## src/rtl/apb4_pkg.sv

```systemverilog
// -----------------------------------------------------------------------------
// apb4_pkg
// Shared types and helpers for the APB4 memory completer.
//   apb4_state_e : completer FSM states (IDLE, ACCESS)
//   apb4_ofs()   : byte-offset bit count inside one data word
//   apb4_req_t   : captured setup-phase request {addr, write, wdata, strb}
// The request struct is sized for the widest supported bus; narrower
// instances zero-fill the unused upper bits.
// -----------------------------------------------------------------------------
package apb4_pkg;

    localparam int APB4_MAX_AW = 32;
    localparam int APB4_MAX_DW = 1024;

    typedef enum logic {
        IDLE   = 1'b0,
        ACCESS = 1'b1
    } apb4_state_e;

    // Number of PADDR bits that select a byte within one DATA_WIDTH word.
    function automatic int apb4_ofs(input int data_width);
        return $clog2(data_width / 8);
    endfunction

    typedef struct packed {
        logic [APB4_MAX_AW-1:0]   addr;
        logic                     write;
        logic [APB4_MAX_DW-1:0]   wdata;
        logic [APB4_MAX_DW/8-1:0] strb;
    } apb4_req_t;

endpackage

```

## src/rtl/apb4_mem_array.sv

```systemverilog
// -----------------------------------------------------------------------------
// apb4_mem_array
// DEPTH x DATA_WIDTH register file, cleared asynchronously by rst.
//   clk, rst   : clock, async active-high clear of every word
//   we         : write enable (one word per cycle)
//   widx       : word index written when we=1
//   wdata      : write data
//   wstrb      : byte-lane enables for the write
//   ridx       : word index for the combinational read port
//   rdata      : mem[ridx], or 0 when ridx >= DEPTH
// -----------------------------------------------------------------------------
module apb4_mem_array #(
    parameter int DEPTH      = 16,
    parameter int DATA_WIDTH = 32,
    parameter int IDX_W      = 6
) (
    input  logic                    clk,
    input  logic                    rst,
    input  logic                    we,
    input  logic [IDX_W-1:0]        widx,
    input  logic [DATA_WIDTH-1:0]   wdata,
    input  logic [DATA_WIDTH/8-1:0] wstrb,
    input  logic [IDX_W-1:0]        ridx,
    output logic [DATA_WIDTH-1:0]   rdata
);

    localparam int NB = DATA_WIDTH / 8;

    logic [DEPTH-1:0][DATA_WIDTH-1:0] mem;

    always_ff @(posedge clk or posedge rst) begin
        if (rst) begin
            mem <= '0;
        end else if (we) begin
            for (int w = 0; w < DEPTH; w++) begin
                if (widx == IDX_W'(w)) begin
                    for (int b = 0; b < NB; b++) begin
                        if (wstrb[b]) mem[w][b*8 +: 8] <= wdata[b*8 +: 8];
                    end
                end
            end
        end
    end

    // Compare-and-select read mux: indices past DEPTH fall through to zero
    // without ever forming an out-of-range array index.
    always_comb begin
        rdata = '0;
        for (int w = 0; w < DEPTH; w++) begin
            if (ridx == IDX_W'(w)) rdata = mem[w];
        end
    end

endmodule

```

## src/rtl/apb4_mem_slave.sv

```systemverilog
// -----------------------------------------------------------------------------
// apb4_mem_slave
// APB4 completer fronting a byte-strobed register-file memory.
//   PCLK, PRESET : clock, async active-high reset (clears memory too)
//   PSEL/PENABLE/PWRITE/PADDR/PWDATA/PSTRB : APB4 request
//   PRDATA       : read data, non-zero only on an error-free read completion
//   PREADY       : ACCESS phase complete after WAIT_STATES stall cycles
//   PSLVERR      : misaligned, out-of-range or read-only-write, on completion
//   ERR_CNT      : saturating count of error completions
// Request fields are taken from registers captured at the setup edge, so
// the outputs never depend combinationally on PADDR or PWDATA.
// -----------------------------------------------------------------------------
module apb4_mem_slave
    import apb4_pkg::*;
#(
    parameter int ADDR_WIDTH  = 8,
    parameter int DATA_WIDTH  = 32,
    parameter int MEM_DEPTH   = 16,
    parameter int WAIT_STATES = 0,
    parameter int RO_WORDS    = 0
) (
    input  logic                    PCLK,
    input  logic                    PRESET,
    input  logic                    PSEL,
    input  logic                    PENABLE,
    input  logic                    PWRITE,
    input  logic [ADDR_WIDTH-1:0]   PADDR,
    input  logic [DATA_WIDTH-1:0]   PWDATA,
    input  logic [DATA_WIDTH/8-1:0] PSTRB,
    output logic [DATA_WIDTH-1:0]   PRDATA,
    output logic                    PREADY,
    output logic                    PSLVERR,
    output logic [7:0]              ERR_CNT
);

    localparam int OFS = apb4_ofs(DATA_WIDTH);
    localparam int NB  = DATA_WIDTH / 8;
    localparam int IW  = ADDR_WIDTH - OFS;

    apb4_state_e             state;
    logic [3:0]              wcnt;
    apb4_req_t               req;
    apb4_req_t               cap;
    logic [7:0]              err_cnt;

    logic                    setup;
    logic                    pready;
    logic [ADDR_WIDTH-1:0]   cur_addr;
    logic [IW-1:0]           idx;
    logic                    misaligned;
    logic                    out_of_range;
    logic                    ro_hit;
    logic                    err;
    logic                    mem_we;
    logic [DATA_WIDTH-1:0]   mem_rdata;
    logic                    req_unused;

    // Zero-filled snapshot of the bus request for the capture registers.
    always_comb begin
        cap                   = '0;
        cap.addr[ADDR_WIDTH-1:0] = PADDR;
        cap.write             = PWRITE;
        cap.wdata[DATA_WIDTH-1:0] = PWDATA;
        cap.strb[NB-1:0]      = PSTRB;
    end

    // Upper struct bits beyond this instance's widths are always zero.
    assign req_unused = ^req;

    assign setup    = PSEL && !PENABLE;
    assign pready   = (state == ACCESS) && (wcnt == 4'(WAIT_STATES)) && PSEL && PENABLE;
    assign cur_addr = req.addr[ADDR_WIDTH-1:0];
    assign idx      = cur_addr[ADDR_WIDTH-1:OFS];

    generate
        if (OFS > 0) begin : g_align
            assign misaligned = |cur_addr[(OFS > 0 ? OFS-1 : 0):0];
        end else begin : g_noalign
            assign misaligned = 1'b0;
        end

        if (RO_WORDS > 0) begin : g_ro
            assign ro_hit = req.write && ({1'b0, idx} < (IW+1)'(RO_WORDS));
        end else begin : g_noro
            assign ro_hit = 1'b0;
        end
    endgenerate

    assign out_of_range = {1'b0, idx} >= (IW+1)'(MEM_DEPTH);
    assign err          = misaligned || out_of_range || ro_hit;

    assign mem_we  = pready && req.write && !err;

    assign PREADY  = pready;
    assign PSLVERR = pready && err;
    assign PRDATA  = (pready && !req.write && !err) ? mem_rdata : '0;
    assign ERR_CNT = err_cnt;

    always_ff @(posedge PCLK or posedge PRESET) begin
        if (PRESET) begin
            state   <= IDLE;
            wcnt    <= '0;
            req     <= '0;
            err_cnt <= '0;
        end else begin
            case (state)
                IDLE: begin
                    // PENABLE without a preceding setup never starts a transfer.
                    if (setup) begin
                        req   <= cap;
                        wcnt  <= '0;
                        state <= ACCESS;
                    end
                end
                ACCESS: begin
                    if (!PSEL) begin
                        state <= IDLE;          // abort: nothing committed
                    end else if (!PENABLE) begin
                        req  <= cap;            // restarted setup
                        wcnt <= '0;
                    end else if (pready) begin
                        state <= IDLE;
                        if (err && err_cnt != 8'hFF) err_cnt <= err_cnt + 8'd1;
                    end else begin
                        wcnt <= wcnt + 4'd1;
                    end
                end
                default: state <= IDLE;
            endcase
        end
    end

    apb4_mem_array #(
        .DEPTH      (MEM_DEPTH),
        .DATA_WIDTH (DATA_WIDTH),
        .IDX_W      (IW)
    ) u_mem (
        .clk   (PCLK),
        .rst   (PRESET),
        .we    (mem_we),
        .widx  (idx),
        .wdata (req.wdata[DATA_WIDTH-1:0]),
        .wstrb (req.strb[NB-1:0]),
        .ridx  (idx),
        .rdata (mem_rdata)
    );

endmodule

```

## config.mk

```make
export PLATFORM = sky130hd
export DESIGN_NAME = apb4_mem_slave
export DESIGN_NICKNAME = d
export VERILOG_FILES = /design/src/rtl/apb4_pkg.sv /design/src/rtl/apb4_mem_array.sv /design/src/rtl/apb4_mem_slave.sv
export SDC_FILE = /design/constraint.sdc
export NUM_CORES = 1
export LEC_CHECK = 0
export BUFFER_PORTS_ARGS = -buffer_cell sky130_fd_sc_hd__buf_4
export CAP_MARGIN = 20
export CORE_MARGIN = 2
export CORE_UTILIZATION = 60
export CTS_CLUSTER_DIAMETER = 100
export DETAILED_ROUTE_END_ITERATION = 16
export PLACE_DENSITY_LB_ADDON = 0.25
export SKIP_LAST_GASP = 1
export SYNTH_ARGS = -nofsm -noshare
export SYNTH_HDL_FRONTEND = slang
export SYNTH_SLANG_ARGS = --single-unit
```

## constraint.sdc

```tcl
create_clock -name PCLK -period 21.1 [get_ports PCLK]
set_input_delay 1.055 -clock PCLK [delete_from_list [all_inputs] [get_ports PCLK]]
set_output_delay 1.055 -clock PCLK [all_outputs]
set_load 0.03 [all_outputs]
```

==> reports/summary.txt, run 1 <==
gr usage total: 0.308
endpoints failing hold: 0
clk buf depth: 3
mapped cell area: 0.0271 mm²
Final period util: 0.272
H-tree levels: 2
worst ir drop on vdd: 0.0000792 V
drt drc: 0
Psw: 632 µW
number of core rows: 77
layout cells sized above 1: 0.400
Power Dens Cells: 80.8 mW/mm²
CTS tree: yes
CP top delay family: simple AND/OR/NAND/NOR gates
largest net degree at the start of global routing: 176
RSZ-0062 raised after global routing: false
setup bufs post-CTS: 0
# IOs: 91
Post-synth EDFFs: 0
slowest stage delay, CP: 0.94 ns
TritonRoute pass-1 iters: 6
critical path type: reg -> out
Synth Net Count: 1,939
Clock power frac: 0.443
PortBufs: 90
initial antenna violation count: 0
Worst EP required: 20.05 ns
DRT iter0 DRCs: 1,789
fmax: 0.174 GHz
Layout Area Growth over Synthesis: 11.8%
Leak: 0.0151 µW
Synth area leader: dfrtp_1
Avg Inst Size Synth: 14.4 µm²
GR Overflow Total: 0
Seq cells post-synth: 570
# hold bufs at CTS: 0
nature of the critical path endpoint: output pin
switching fraction of total power: 0.258
Pwr Total: 2450 µW
DP HPWL: 43.2 mm
asr flop ratio synth: 1.00
CP startpoint kind: flop
Synth Flop Type: dfrtp_1
cell count after synthesis: 1,887
clock transition at the registers of the reported paths: 0.07 ns
vias in the first global route: 17,600
Yosys cell types: 70
Max Cap Viol: 0
drt total wl: 71.1 mm
Clock Skews: 0.0282 ns
die width: 217 µm
final setup fails: 0
Resized Gates After CTS: 0
CP Cell Sequence: nand2b_1 > buf_4 > nor2_4 > a22oi_1 > o2111ai_1 > a211oi_1 > a211oi_1 > buf_4
die span in y: 217 µm
DRT antenna net count: 0
CTS Buf Count: 57
CP max FO: 53
Worst-Margin Slew: 1.19 ns
core area: 0.0444 mm²
Vias/cell: 6.62
slowest CP cell: nor2_4
first-pass GRT wire length: 109 mm
min Tclk post-route: 5.74 ns
max-slew violations: 0
relative slew slack: 0.205
Worst EP arrival: 4.69 ns
Die Area: 0.0469 mm²
worst min path class: reg -> reg
Post-synth top cells: 570 x dfrtp_1, 278 x mux2_2, 188 x mux2_4
Layout fillers: 3,016
crit path buf inv count: 2
top cells by area, synth: dfrtp_1 53%, mux2_2 12%, mux2_4 10%, mux2_1 4.1%, mux4_2 3.3%
YS warnings: 0
setup TNS: 0 ns
Synth top area share: 0.526
Combinational Power Share: 0.076
final net count: 1,998
Cell Int Power: 1820 µW
Clock Tree Root: clkbuf_16
Vias: 17,100
clk_lat worst skew: 0.63 ns
Clock Sinks: 570
n_diodes: 0
Routed WL per cell: 27.5 µm
Starting Density: 0.611
register area share after synthesis: 0.526
most common cell in the synthesized netlist: dfrtp_1
sequential power share: 0.481
status: completed
Final GP Congestion: 0.865
-- registers in the layout, indices dropped and copies added (netlist names) --
| signal | count |
|---|---|
| cur_addr | 8 |
| wcnt | 4 |
| ERR_CNT | 8 |
| state | 1 |
| u_mem.mem | 512 |
| req | 37 |
-- routing by layer --
layer | up-vias | track usage | part of all wire | wire, µm
met5 | - | 0 | 0 | 0
met4 | 0 | 0.123 | 0.039 | 2790
met3 | 185 | 0.0606 | 0.074 | 5280
met2 | 742 | 0.479 | 0.47 | 33200
met1 | 9021 | 0.429 | 0.42 | 29800
li1 | 7184 | - | - | -
-- final timing paths --
check / from / to / slack (ns) / cells past startpoint
setup / recovery: cur_addr[3]$_DFFE_PP0P_ / PRDATA[2] / 15.36 / 8
hold / removal: u_mem.mem[32]$_DFFE_PP0P_ / u_mem.mem[32]$_DFFE_PP0P_ / 0.49 / 1
setup reg to reg: cur_addr[3]$_DFFE_PP0P_ / u_mem.mem[476]$_DFFE_PP0P_ / 17.31 / 6
hold reg to reg: u_mem.mem[32]$_DFFE_PP0P_ / u_mem.mem[32]$_DFFE_PP0P_ / 0.49 / 1
max in group asynchronous: PRESET / u_mem.mem[10]$_DFFE_PP0P_ / 17.65 / 6
min in group asynchronous: PRESET / req[158]$_DFFE_PP0P_ / 0.57 / 2
-- per-stage QoR --
stage	instances	instance area, µm²	util	hold slack [ns]	setup slack (ns)
floorplan	1887	27100	-	0.456	4.10
global placement	2477	28300	0.637	0.467	16.09
detailed placement	2478	28300	0.637	0.480	16.18
CTS	2585	30300	0.683	0.492	15.47
global route	2586	30300	0.683	0.504	15.26
finish	2586	30300	0.683	0.490	15.36
-- layout by cell type (no fill, tap or decap), drive strengths merged, types with 4 or more instances in the layout --
cell,synthesis,routed
dfrtp,570,570
mux2,566,566
buf,51,120
nand2,112,112
clkbuf,69,85
o21ai,68,68
nor2,64,64
a21oi,50,50
a22oi,43,43
mux4,40,40
mux2i,30,30
a221oi,25,25
a222oi,20,20
inv,12,15
a211oi,14,14
o211ai,13,13
nor2b,13,13
and3,11,11
clkinv,0,11
o221ai,10,10
a22o,9,9
nand4,9,9
nand2b,8,8
a211o,8,8
a31oi,7,7
bufinv,0,7
nand3,7,7
xnor2,6,6
o22ai,4,4
-- power groups by stage --
stage	Combinational, µW	Sequential (µW)	Clock, µW
3_3_place_gp	182	1200	0
5_1_grt	199	1190	1140
3_5_place_dp	185	1200	0
2_1_floorplan	146	1160	0
6_report	187	1180	1090
4_1_cts	186	1180	1090
-- cell type report --
cell class / count / area (µm²) / share of cell area
well taps: 592 / 741 / 0.0244
inverters: 12 / 57.6 / 0.00190
clock inverters: 22 / 299 / 0.00985
flip-flops and latches: 570 / 14300 / 0.470
clock buffers: 85 / 1710 / 0.0564
multi-input cells: 1185 / 12300 / 0.406
repair buffers: 120 / 953 / 0.0314
-- cell families after synthesis --
group,share of synthesized area
AOI/OAI and AO/OA,0.0770
and+or+nand+nor,0.0642
buffers and inverters,0.0237
adders and majority gates,0.00138
DFF,0.526
muxes,0.305
xor gates and xnor gates,0.00290
(Power assumes the default switching activity.)
==> run 2: changes to the inputs <==
ABC_AREA = 1   (was unset)
CORE_UTILIZATION = 56   (was 60)
clock period = 4.9 ns   (was 21.1 ns; I/O delays follow)
==> reports/summary.txt, run 2 <==
Clock Skews: 0.0224 ns (-0.00586 ns)
min Tclk post-route: 4.04 ns
Power Dens Cells: 358 mW/mm² (+340%)
clk buf depth: 3 (unchanged)
gr usage total: 0.288 (-0.0202)
Multi-input gate area: 0.00945 mm² (-23%)
most common cell in the synthesized netlist: nand2_1
slowest CP cell: dfrtp_1
Psw: 2530 µW (+300%)
core area: 0.0441 mm² (-0.65%)
drt drc: 0 (unchanged)
Worst-Margin Slew: 1.12 ns (-0.0743 ns)
Post-synth EDFFs: 0 (unchanged)
top flop regs: u_mem.mem x512, req x37
fmax: 0.248 GHz
critical path type: reg -> out
hold endpoint: state$_DFF_PP0_
Synth Net Count: 3,051 (+57%)
Synth area leader: dfrtp_1
Seq cells post-synth: 570 (unchanged)
number of core rows: 77 (unchanged)
Worst EP required: 4.66 ns (-15.39 ns)
n_diodes: 0 (unchanged)
max-slew violations: 0 (unchanged)
largest net degree at the start of global routing: 137 (-22%)
CTS Buf Count: 57 (unchanged)
register with the most flip-flops: u_mem.mem
Clock Tree Root: clkbuf_16
hold_ws: 0.140 ns (-0.350 ns)
vias in the first global route: 20,400 (+16%)
Synth Flop Type: dfrtp_1
worst min path class: in -> reg
nature of the critical path endpoint: output pin
drt total wl: 65.6 mm (-7.7%)
Clock Sinks: 570 (unchanged)
Worst EP arrival: 3.79 ns (-0.90 ns)
Clock power frac: 0.440 (-0.003)
CP startpoint kind: flop
Worst Setup SP: cur_addr[4]$_DFFE_PP0P_
H-tree levels: 2 (unchanged)
DRT antenna net count: 0 (unchanged)
Routed WL per cell: 17.8 µm (-35%)
GR Overflow Total: 0 (unchanged)
switching fraction of total power: 0.249 (-0.00842)
Die Area: 0.0464 mm² (-1.2%)
routed length on met1: 30.0 mm (+0.63%)
CP Cell Sequence: nor2_4 > buf_4 > nand3_2 > buf_4 > inv_1 > nand2_1 > nand3_1 > nor2_1 > nand4_1 > nand2_1 > nand4_1 > nor2_1 > nand4_1 > nand2_1 > inv_1 > buf_4
Layout fillers: 3,594 (+19%)
clk_lat worst skew: 0.61 ns (-0.02 ns)
Leak: 0.0128 µW (-15%)
Max Cap Viol: 0 (unchanged)
worst r2r src: cur_addr[6]$_DFFE_PP0P_
r2r setup slk: 1.71 ns (-15.60 ns)
YS warnings: 0 (unchanged)
Vias: 21,200 (+24%)
highest routed layer: met4
max reg flops: 512 (unchanged)
reg2reg end: u_mem.mem[140]$_DFFE_PP0P_
Vias/cell: 5.77 (-13%)
CTS tree: yes
RSZ-0062 raised after global routing: false
worst ir drop on vdd: 0.000279 V (+250%)
sequential power share: 0.475 (-0.006)
Util after Layout: 0.643 (-0.0403)
Final period util: 0.824
Layout Area Growth over Synthesis: 13.4%
routed wl met2: 28.8 mm (-13%)
hold path start: PSEL
top cells by area, synth: dfrtp_1 57%, nand2_1 16%, o21ai_0 11%, nand4_1 2.7%, inv_1 2.2%
Yosys cell types: 32 (-54%)
worst-case reg-to-reg path depth: 6 (unchanged)
asr flop ratio synth: 1.00 (unchanged)
die span in y: 215 µm (-0.58%)
met3 WL: 5.11 mm (-3.3%)
Sequential Area: 0.0143 mm² (about the same)
relative slew slack: 0.255 (+0.0496)
register area share after synthesis: 0.570 (+0.0443)
DP HPWL: 41.3 mm (-4.6%)
commonest non-fill, non-tap cell in the layout: nand2_1
Post-synth top cells: 1,077 x nand2_1, 570 x dfrtp_1, 567 x o21ai_0
Starting Density: 0.567 (-0.0438)
mapped cell area: 0.0250 mm² (-7.8%)
status: completed
final net count: 3,093 (+55%)
hold depth: 4 (+3)
Resized Gates After CTS: 0 (unchanged)
Cell Int Power: 7620 µW (+320%)
Combinational Power Share: 0.084 (+0.008)
initial antenna violation count: 0 (unchanged)
die width: 215 µm (-0.58%)
DRT iter0 DRCs: 2,512 (+40%)
Synth top area share: 0.570 (+0.0443)
slowest stage delay, CP: 0.52 ns (-0.42 ns)
cell count after synthesis: 2,999 (+59%)
TritonRoute pass-1 iters: 6 (unchanged)
# IOs: 91 (unchanged)
commonest cells after routing, fill and taps aside: 1,077 x nand2_1, 570 x dfrtp_1, 567 x o21ai_0
PortBufs: 90 (unchanged)
Avg Inst Size Synth: 8.35 µm² (-42%)
clock transition at the registers of the reported paths: 0.06 ns (about the same)
CP max FO: 58 (+9.4%)
Final GP Congestion: 0.852 (-1.5%)
layout cells sized above 1: 0.0889 (-0.311)
first-pass GRT wire length: 108 mm (-1.4%)
final setup fails: 0 (unchanged)
endpoints failing hold: 0 (unchanged)
-- run 2: cell count changes after synthesis, sizes merged, moves of 43 or more --
cell	delta
nor2	+51
nand4	+99
nand3	+71
o21ai	+516
a22oi	-43
nand2	+971
mux2	-565
inv	+135
-- run 2: layer usage --
layer | track usage | vias to the layer above
li1 | - | 9825
met1 | 0.434 | 10400
met2 | 0.427 | 871
met3 | 0.0451 | 119
met4 | 0.0982 | 0
met5 | 0 | -
-- run 2: kinds of logic after synthesis --
kind of cell | count (synthesis) | share of synthesized area
AND/OR/NAND/NOR | 1434 | 0.240
AO/OA/AOI/OAI | 657 | 0.131
flip-flops | 570 | 0.570
buffers and inverters | 327 | 0.0540
XOR/XNOR | 7 | 0.00245
adder cells (fa/ha/maj) | 3 | 0.00150
multiplexers | 1 | 0.000450
-- run 2: area by class of cell --
type                    instances  area share
repair buffers                163      0.0512
flip-flops and latches        570       0.503
clock buffers                  80      0.0583
well taps                     592      0.0261
inverters                     147      0.0196
clock inverters                21     0.00900
multi-input cells            2102       0.333
-- run 2: worst max-delay path by stage --
stage	to	slack [ns]	cells past startpoint
after global routing	PRDATA[4]	0.64	14
after global placement	PRDATA[20]	1.60	15
final	PRDATA[30]	0.86	16
after detailed placement	PRDATA[8]	1.60	13
after floorplan	ERR_CNT[0]$_DFFE_PP0P_	-3.11	1
after CTS	PRDATA[4]	0.95	14
-- run 2: critical path, delay by kind of cell (launching register included) --
kind / cells / cell delay [ns]
AND/OR/NAND/NOR: 11 / 1.26
flip-flops: 1 / 0.52
buffers and inverters: 5 / 1.34
-- run 2: timing repair --
item / in CTS / in global routing
hold buffers: 47 / 0
endpoints found under the hold margin: 76 / 0
setup buffers: 0 / 0
-- run 2: per-stage QoR --
step	cells	setup TNS (ns)	setup slack, ns	cell area (µm²)	total power (µW)
after floorplan	2999	-1771.90	-3.11	25000	5400
after global placement	3524	0	1.60	25900	5700
after detailed placement	3524	0	1.60	25900	5720
after CTS	3672	0	0.950	28300	10200
after global routing	3675	0	0.637	28400	10500
final	3675	0	0.863	28400	10200
-- run 2: power by group through the flow --
| stage | clock, µW | combinational, µW | sequential (µW) |
|---|---|---|---|
| final | 4470 | 858 | 4830 |
| after global placement | 0 | 795 | 4910 |
| after CTS | 4520 | 844 | 4830 |
| after floorplan | 0 | 470 | 4930 |
| after detailed placement | 0 | 805 | 4910 |
| after global routing | 4720 | 939 | 4830 |
==> run 3: changes to the inputs <==
clock period = 3.47 ns   (was 4.9 ns; I/O delays follow)
==> reports/summary.txt, run 3 (same netlist as run 2, synthesis figures left out) <==
Worst-Margin Slew: 0.977 ns (-0.138 ns)
endpoints failing hold: 0 (unchanged)
CP startpoint kind: flop
setup bufs post-CTS: 0 (unchanged)
Pwr Total: 14,100 µW (+39%)
Placed Cells: 3,551 (+0.77%)
Final period util: 0.957
Post-DP Area: 0.0262 mm² (+0.97%)
status: completed
reg2reg end: u_mem.mem[36]$_DFFE_PP0P_
worst ir drop on vdd: 0.000368 V (+32%)
min Tclk post-route: 3.32 ns
fmax: 0.301 GHz
die span in y: 215 µm (unchanged)
r2r setup slk: 0.85 ns (-0.86 ns)
Vias/cell: 5.70 (-1.3%)
GR Overflow Total: 0 (unchanged)
hold endpoint: state$_DFF_PP0_
Vias: 21,100 (-0.58%)
register with the most flip-flops: u_mem.mem
gr usage total: 0.285 (-0.00288)
DRT antenna net count: 0 (unchanged)
# IOs: 91 (unchanged)
Worst EP arrival: 3.15 ns (-0.64 ns)
die width: 215 µm (unchanged)
final instance area: 0.0285 mm² (+0.47%)
Clock Tree Root: clkbuf_16
CTS tree: yes
final setup fails: 0 (unchanged)
top flop regs: u_mem.mem x512, req x37
largest net degree at the start of global routing: 124 (-9.5%)
CP max FO: 26 (-55%)
worst-case reg-to-reg path depth: 8 (+2)
setup TNS: 0 ns (unchanged)
hold path start: PSEL
layout cells sized above 1: 0.0962 (+0.00733)
Util after Layout: 0.646 (+0.00301)
worst min path class: in -> reg
Leak: 0.0129 µW (+0.77%)
DRT iter0 DRCs: 2,414 (-3.9%)
clock transition at the registers of the reported paths: 0.06 ns (about the same)
Layout Area Growth over Synthesis: 13.9%
H-tree levels: 2 (unchanged)
critical path type: reg -> out
drt total wl: 65.1 mm (-0.78%)
first-pass GRT wire length: 107 mm (-0.64%)
clk_lat worst skew: 0.61 ns (about the same)
Starting Density: 0.567 (unchanged)
max reg flops: 512 (unchanged)
clk buf depth: 3 (unchanged)
Die Area: 0.0464 mm² (unchanged)
Routed WL per cell: 17.6 µm (-1.5%)
CTS Buf Count: 56 (-1.8%)
Clock Skews: 0.0154 ns (-0.00699 ns)
drt drc: 0 (unchanged)
Clock Sinks: 570 (unchanged)
Worst EP required: 3.30 ns (-1.36 ns)
relative slew slack: 0.348 (+0.0931)
Post-Layout Cell Count: 3,701 (+0.71%)
PortBufs: 90 (unchanged)
DP HPWL: 42.7 mm (+3.4%)
Max Cap Viol: 0 (unchanged)
Power Dens Cells: 494 mW/mm² (+38%)
initial antenna violation count: 0 (unchanged)
nature of the critical path endpoint: output pin
max-slew violations: 0 (unchanged)
final net count: 3,116 (+0.74%)
number of core rows: 77 (unchanged)
core area: 0.0441 mm² (unchanged)
Final GP Congestion: 0.859 (+0.80%)
TritonRoute pass-1 iters: 7 (+1)
vias in the first global route: 20,600 (+0.76%)
commonest cells after routing, fill and taps aside: 1,077 x nand2_1, 570 x dfrtp_1, 567 x o21ai_0
worst r2r src: wcnt[0]$_DFFE_PP0P_
commonest non-fill, non-tap cell in the layout: nand2_1
hold depth: 4 (unchanged)
[run 3: cell count changes in the layout (fill, tap and decap cells not counted), sizes merged]
cell | before | now
buf | 116 | 140
bufinv | 6 | 2
clkinv | 15 | 18
clkbuf | 80 | 81
clkinvlp | 1 | 2
diode | 0 | 1
[run 3: stage by stage]
step	hold slack, ns	setup slack (ns)
2_1_floorplan	0.290	-4.47
3_3_place_gp	0.321	0.727
3_5_place_dp	0.328	0.687
4_1_cts	0.0561	0.0319
5_1_grt	0.115	-0.0195
6_report	0.0832	0.150
[run 3: worst max-delay path by stage]
stage | startpoint | endpoint | slack (ns) | cells after the start
detailed placement | cur_addr[6]$_DFFE_PP0P_ | PRDATA[11] | 0.69 | 14
finish | cur_addr[6]$_DFFE_PP0P_ | PRDATA[14] | 0.15 | 14
floorplan | PRESET | ERR_CNT[0]$_DFFE_PP0P_ | -4.47 | 1
global placement | cur_addr[6]$_DFFE_PP0P_ | PRDATA[15] | 0.73 | 14
CTS | cur_addr[6]$_DFFE_PP0P_ | PRDATA[11] | 0.03 | 14
global route | cur_addr[6]$_DFFE_PP0P_ | PRDATA[15] | -0.02 | 14
[run 3: worst max-delay path, stage by stage (launching register included)]
cell	delay, ns
dfrtp_1	0.40
nor2_4	0.23
buf_6	0.30
nand2_2	0.16
nor2_4	0.12
buf_4	0.28
nand2_1	0.09
nand4_1	0.10
nand2_1	0.10
nand4_1	0.13
nand2_1	0.10
nand4_1	0.10
nor2_1	0.05
nor2_1	0.18
buf_4	0.20
[run 3: timing repair]
item / in CTS / in global routing
setup endpoints to repair: 0 / 30
hold buffers: 47 / 0
endpoints found under the hold margin: 71 / 0
resized for setup: 0 / 5
[run 3: report_power, final]
| part | internal [µW] | switching, µW |
|---|---|---|
| logic | 301 | 940 |
| registers | 6750 | 64.9 |
| clock network | 3460 | 2550 |
[run 3: final cells by class]
| cell class | instances | area [µm²] |
|---|---|---|
| multi-input cells | 2102 | 9460 |
| flip-flops and latches | 570 | 14300 |
| repair buffers | 187 | 1660 |
| diodes | 1 | 2.50 |
| well taps | 592 | 741 |
| fillers | 3579 | 15600 |
| inverters | 147 | 556 |
| clock inverters | 21 | 158 |
| clock buffers | 81 | 1670 |
[run 3: per-layer routing]
layer	global-route usage	routed length, µm	share of wire
met1	0.411	29000	0.45
met2	0.437	29200	0.45
met3	0.0584	5360	0.082
met4	0.0876	1470	0.023
met5	0	0	0
